## src/rtl/decode_issue_controller.sv

```systemverilog
// IF/ID register and issue control with RAW hazard detection, branch flush and memory freeze.
// Optional macro DECODE_ISSUE_FWD_EN: EX/MEM forwarding present, only load-use stalls.
module decode_issue_controller #(
  parameter logic [31:0] NOP_INSTR   = 32'h0000_0013,
  parameter int unsigned STALL_CNT_W = 16
) (
  input  logic                   clk,
  input  logic                   rst,
  input  logic                   if_valid,
  input  logic [31:0]            if_instr,
  input  logic [31:0]            if_pc,
  output logic                   if_ready,
  output logic                   id_valid,
  output logic [31:0]            id_instr,
  output logic [31:0]            id_pc,
  input  logic                   mem_stall,
  input  logic                   br_taken,
  output logic                   issue,
  output logic                   bubble,
  output logic [1:0]             ctrl_state,
  output logic [STALL_CNT_W-1:0] stall_count
);

  localparam logic [6:0] OP_LUI   = 7'b0110111;
  localparam logic [6:0] OP_AUIPC = 7'b0010111;
  localparam logic [6:0] OP_JAL   = 7'b1101111;
  localparam logic [6:0] OP_JALR  = 7'b1100111;
  localparam logic [6:0] OP_BR    = 7'b1100011;
  localparam logic [6:0] OP_LOAD  = 7'b0000011;
  localparam logic [6:0] OP_STORE = 7'b0100011;
  localparam logic [6:0] OP_IMM   = 7'b0010011;
  localparam logic [6:0] OP_REG   = 7'b0110011;

  typedef enum logic [1:0] {
    ST_RUN    = 2'd0,
    ST_HAZARD = 2'd1,
    ST_FREEZE = 2'd2,
    ST_FLUSH  = 2'd3
  } state_e;

  typedef struct packed {
    logic       v;
    logic [4:0] rd;
    logic       is_load;
  } shadow_t;

  function automatic logic reads_rs1(input logic [6:0] op);
    return op inside {OP_JALR, OP_BR, OP_LOAD, OP_STORE, OP_IMM, OP_REG};
  endfunction

  function automatic logic reads_rs2(input logic [6:0] op);
    return op inside {OP_BR, OP_STORE, OP_REG};
  endfunction

  function automatic logic writes_rd(input logic [6:0] op);
    return op inside {OP_LUI, OP_AUIPC, OP_JAL, OP_JALR, OP_LOAD, OP_IMM, OP_REG};
  endfunction

  // x0 sources are filtered by the live flags, rd=0 producers by the stage check.
  function automatic logic stage_hit(input shadow_t s, input logic [4:0] a, input logic a_live,
                                     input logic [4:0] b, input logic b_live);
    return s.v && (s.rd != 5'd0) && ((a_live && s.rd == a) || (b_live && s.rd == b));
  endfunction

  state_e                 state_q, state_d;
  shadow_t                ex_q, mem_q, wb_q, id_entry;
  logic                   valid_q;
  logic [31:0]            instr_q, pc_q;
  logic [STALL_CNT_W-1:0] cnt_q;

  logic [6:0] opcode;
  logic [4:0] rs1, rs2;
  logic       rs1_live, rs2_live, hazard;

  assign opcode   = instr_q[6:0];
  assign rs1      = instr_q[19:15];
  assign rs2      = instr_q[24:20];
  assign rs1_live = reads_rs1(opcode) && (rs1 != 5'd0);
  assign rs2_live = reads_rs2(opcode) && (rs2 != 5'd0);
  assign id_entry = '{v: writes_rd(opcode), rd: instr_q[11:7], is_load: (opcode == OP_LOAD)};

`ifdef DECODE_ISSUE_FWD_EN
  assign hazard = valid_q && ex_q.is_load && stage_hit(ex_q, rs1, rs1_live, rs2, rs2_live);
`else
  assign hazard = valid_q && (stage_hit(ex_q,  rs1, rs1_live, rs2, rs2_live) ||
                              stage_hit(mem_q, rs1, rs1_live, rs2, rs2_live) ||
                              stage_hit(wb_q,  rs1, rs1_live, rs2, rs2_live));
`endif

  assign issue       = valid_q & ~hazard & ~mem_stall & ~br_taken;
  assign bubble      = ~mem_stall & ~issue;
  assign if_ready    = ~mem_stall & (~valid_q | issue | br_taken);
  assign id_valid    = valid_q;
  assign id_instr    = valid_q ? instr_q : NOP_INSTR;
  assign id_pc       = pc_q;
  assign ctrl_state  = state_q;
  assign stall_count = cnt_q;

  always_comb begin
    // NOTE: default first so every path assigns state_d and no latch is inferred.
    state_d = ST_RUN;
    if (mem_stall)     state_d = ST_FREEZE;
    else if (br_taken) state_d = ST_FLUSH;
    else if (hazard)   state_d = ST_HAZARD;
  end

  always_ff @(posedge clk) begin
    // NOTE: non-blocking so every register samples pre-edge values, independent of statement order.
    if (rst) state_q <= ST_RUN;
    else     state_q <= state_d;
  end

  always_ff @(posedge clk) begin
    if (rst) begin
      valid_q <= 1'b0;
      instr_q <= NOP_INSTR;
      pc_q    <= 32'd0;
      ex_q    <= '0;
      mem_q   <= '0;
      wb_q    <= '0;
      cnt_q   <= '0;
    end else if (!mem_stall) begin
      ex_q  <= issue ? id_entry : '0;
      mem_q <= ex_q;
      wb_q  <= mem_q;

      if (hazard && !br_taken && (cnt_q != '1)) cnt_q <= cnt_q + 1'b1;

      // A word fetched alongside a taken branch is wrong-path and dropped.
      if (br_taken) begin
        valid_q <= 1'b0;
      end else if (if_valid && if_ready) begin
        valid_q <= 1'b1;
        instr_q <= if_instr;
        pc_q    <= if_pc;
      end else if (issue) begin
        valid_q <= 1'b0;
      end
    end
  end

endmodule

```

## config.mk

```make
export PLATFORM = sky130hd
export DESIGN_NAME = decode_issue_controller
export DESIGN_NICKNAME = d
export VERILOG_FILES = /design/src/rtl/decode_issue_controller.sv
export SDC_FILE = /design/constraint.sdc
export NUM_CORES = 1
export LEC_CHECK = 0
export CAP_MARGIN = 30
export CORE_ASPECT_RATIO = 1.5
export CORE_MARGIN = 3
export CORE_UTILIZATION = 48
export CTS_CLUSTER_SIZE = 16
export DETAILED_ROUTE_END_ITERATION = 16
export GPL_TIMING_DRIVEN = 0
export HOLD_SLACK_MARGIN = 0.06
export PLACE_DENSITY = 0.81
export SETUP_SLACK_MARGIN = 0.02
export SKIP_LAST_GASP = 1
export SLEW_MARGIN = 20
export SYNTH_ARGS = -nofsm -noshare
export SYNTH_HDL_FRONTEND = slang
export SYNTH_SLANG_ARGS = --single-unit
```

## constraint.sdc

```tcl
create_clock -name clk -period 2.8 [get_ports clk]
set_input_delay 0.56 -clock clk [delete_from_list [all_inputs] [get_ports clk]]
set_output_delay 0.56 -clock clk [all_outputs]
set_load 0.02 [all_outputs]
```

==> run summary <==
Status - finished with violations
Violations in the final reports - setup timing
Cell accounting for the most synthesized area - sky130_fd_sc_hd__dfxtp_1
PD cells - 434 nW/um^2
Crit path capture type - output port
Yosys top cell area share - 37.8%
TritonCTS clock tree - done
Filler cell count - 852
Data arrival time of the critical path - 2.32 ns
Post-synthesis net count - 644
Maximum number of pins on one net before global-route repair - 17
Worst slew margin relative to its limit - 53.3%
Total length of routed wires - 14,800 um
Cell breakdown of the critical path - or4_4 > o21ai_4 > nor2_4 > a32oi_2 > buf_4 > o221a_4 > nor2_1 > nor2_1 > buf_4
Setup CP Type - flip-flop to output port
Max-cap violation count - 0
Number of clock buffers inserted by TritonCTS - 9
Portion of netlist area occupied by mux cells - 15.1%
Simple-Gate Fraction of Synth Area - 28.6%
Transition at the pin with the smallest max-transition slack - 0.700 ns
Post-synthesis sequential element count - 101
Wire length per cell - 16.6 um
Leak - 2.65 nW
Number of cell rows - 46
Clk sink count - 101
Max clock buf depth - 2
Top post-synthesis cells by count - sky130_fd_sc_hd__nand2b_1 (127), sky130_fd_sc_hd__dfxtp_1 (101), sky130_fd_sc_hd__mux2i_1 (77), sky130_fd_sc_hd__nor2_1 (31), sky130_fd_sc_hd__and2_1 (29)
Start point of the critical path - instr_q[17]
Met1 Wirelength - 5540 um
Count of buffers inserted at the top-level ports - 152
Mapped Area - 5340 um^2
Max Freq - 347 MHz
Die width - 92.1 um
Max VDD drop - 0.471 mV
Setup slack of the worst register-to-register path - 0.11 ns
All-layer global routing usage - 24.1%
Synthesized instance count - 574
Final routed DRC violation total - 0
Grt total ovfl - 0
Type of element launching the critical path - flip-flop
Post-synthesis xor/xnor area fraction - 4.92%
Sum of negative setup slack - -0.146 ns
Clock skew after layout - 0.00445 ns
Via count - 4,646
Number of diodes - 0
Worst-skew pair later-pin latency - 0.34 ns
Cell count after placement - 870
FFs w/ async S/R, synth - 0%
Hold Startpoint - id_pc[21]
Global-route wire length before repair - 23,900 um
Worst Slack Setup Final - -0.0783 ns
Unrepaired setup endpoints after global routing - true
Drt first pass iters - 4
RR Endpoint - stall_count[0]
Worst Setup EP - if_ready
DRT iter0 DRCs - 206
Mean instance size in the synthesized netlist - 9.31 um^2
Via count of the first global-routing pass - 4,789
Non-Filler Cell Area, Final - 7530 um^2
Post-route total power - 3.27 mW
Synthesized-area fraction occupied by adder cells - 0.234%
Worst flop-to-flop path startpoint - mem_q[1]
Class of the most critical hold timing path - flip-flop to flip-flop
Core box area - 10,700 um^2
Height of the die - 135 um
Total setup violations reported at the end of the flow - 3
Sequential element share of the synthesized area - 37.8%
Count of boundary I/O pins - 155
Worst Path Max Fanout - 2
Clk pin slew, worst setup/hold paths - 0.07 ns
Area of all sequential standard cells - 2050 um^2
Ranking of synthesized cells by area - sky130_fd_sc_hd__dfxtp_1 (38%), sky130_fd_sc_hd__nand2b_1 (15%), sky130_fd_sc_hd__mux2i_1 (14%), sky130_fd_sc_hd__xnor2_1 (4.1%), sky130_fd_sc_hd__and2_1 (3.4%)
Req. time, crit path - 2.24 ns
H-Tree Level Count - 3
Portion of the clock cycle consumed by the worst path in the final layout - 103%
Final hold violation count - 0
Compound-cell area share of the yosys netlist - 7.24%
Number of enable-type register cells in the synthesized netlist - 0
Max Transition Viols Final - 0
Final min period - 2.88 ns
DR top layer - met4
Cell depth of the worst flop-to-flop path - 9
Dominant synthesized flop cell - sky130_fd_sc_hd__dfxtp_1
Number of cells in the finished layout apart from fillers - 888
Most common cell in the netlist - sky130_fd_sc_hd__nand2b_1
CP max stage delay - 0.54 ns
DIE AREA - 12,500 um^2
Synth Warn # - 0
Multi-input logic area - 3100 um^2
Via/cell ratio - 5.23
Starting density of the core - 49.9%
DPL Wire Length - 11,000 um
Met2 layer wire length in the routed design - 7810 um
Cell chosen for the clock root - sky130_fd_sc_hd__clkbuf_16
Number of antenna violations at the first check in global routing - 0
Critical path's slowest cell - sky130_fd_sc_hd__or4_4
Routability cong. - 0.895
Number of nets in the layout - 809
Combinational family with the most area after synthesis - simple AND/OR/NAND/NOR gates
Met3 WL post-DR - 1060 um
Share of cells above drive strength 1 - 10.9%
Post-detailed-placement cell area - 7050 um^2
Growth of design area from synthesis to finish - 41.0%
Remaining antenna violation count - 0
Distinct cell type count after synthesis - 51
power by group:
group          switching (mW)  internal, mW
logic                   0.196         0.252
registers              0.0273          1.47
clock network           0.549         0.778
cell usage in the layout (no fill, tap or decap), drive strengths merged, types with 25 or more instances in the layout:
master and count:
and2 29, dfxtp 101, buf 28, nor2 33
clkbuf 30, clkdlybuf4s50 149, mux2i 77, xnor2 25
nand2b 127
registers in the layout (all words and copies together), names as in the netlist:
name,cells
stall_count,16
instr_q,32
ctrl_state,2
wb_q,6
id_valid,1
mem_q,6
ex_q,6
id_pc,32
through the flow:
stage / setup slack [ns] / utilization [%] / hold WS [ns]
after global placement: -0.552 / 65.8 / 0.455
after detailed placement: -0.584 / 65.8 / 0.463
after global routing: -0.138 / 70.4 / 0.499
after CTS: -0.111 / 69.8 / 0.480
final: -0.0783 / 70.4 / 0.476
after floorplan: 0.0374 / - / 0.444
area by class of cell:
type                       instances  share of cell area, %
inverter                           6                  0.299
multi-input combinational        423                   41.2
buffer                            32                   3.19
tap                              144                   2.39
clock inverter                     7                   1.20
clock buffer                       9                   2.99
sequential                       101                   27.2
timing repair buffer             166                   21.6
logic make-up after synthesis:
group / after synthesis
AND/OR/NAND/NOR: 259
buffers and inverters: 50
multiplexers: 80
AO/OA/AOI/OAI: 53
adder cells (fa/ha/maj): 1
flip-flops: 101
XOR/XNOR: 30
layer usage:
metal / up-vias / track usage (%)
met3: 28 / 6.78
met5: - / 0
met4: 0 / 8.60
met1: 2181 / 26.1
li1: 2260 / -
met2: 177 / 44.2
timing repair:
action	in CTS	in global routing
buffers inserted	10	4
resized for setup	40	15
pin swaps	12	7
endpoints found under the setup margin	37	35
gates cloned	0	0
hold buffers	0	0
worst min-delay path by stage:
stage	endpoint	depth (start not counted)
floorplan	instr_q[12]	2
global placement	instr_q[26]	2
detailed placement	id_pc[16]	2
CTS	instr_q[28]	2
global route	instr_q[27]	2
finish	id_pc[21]	2
worst max-delay path, delay by kind of cell, from the launching register on:
kind	cells	cell delay [ns]
flip-flops	1	0.34
buffers and inverters	2	0.32
AND/OR/NAND/NOR	4	0.72
AO/OA/AOI/OAI	3	0.59
Note: power is estimated with default switching activity, not from simulation.
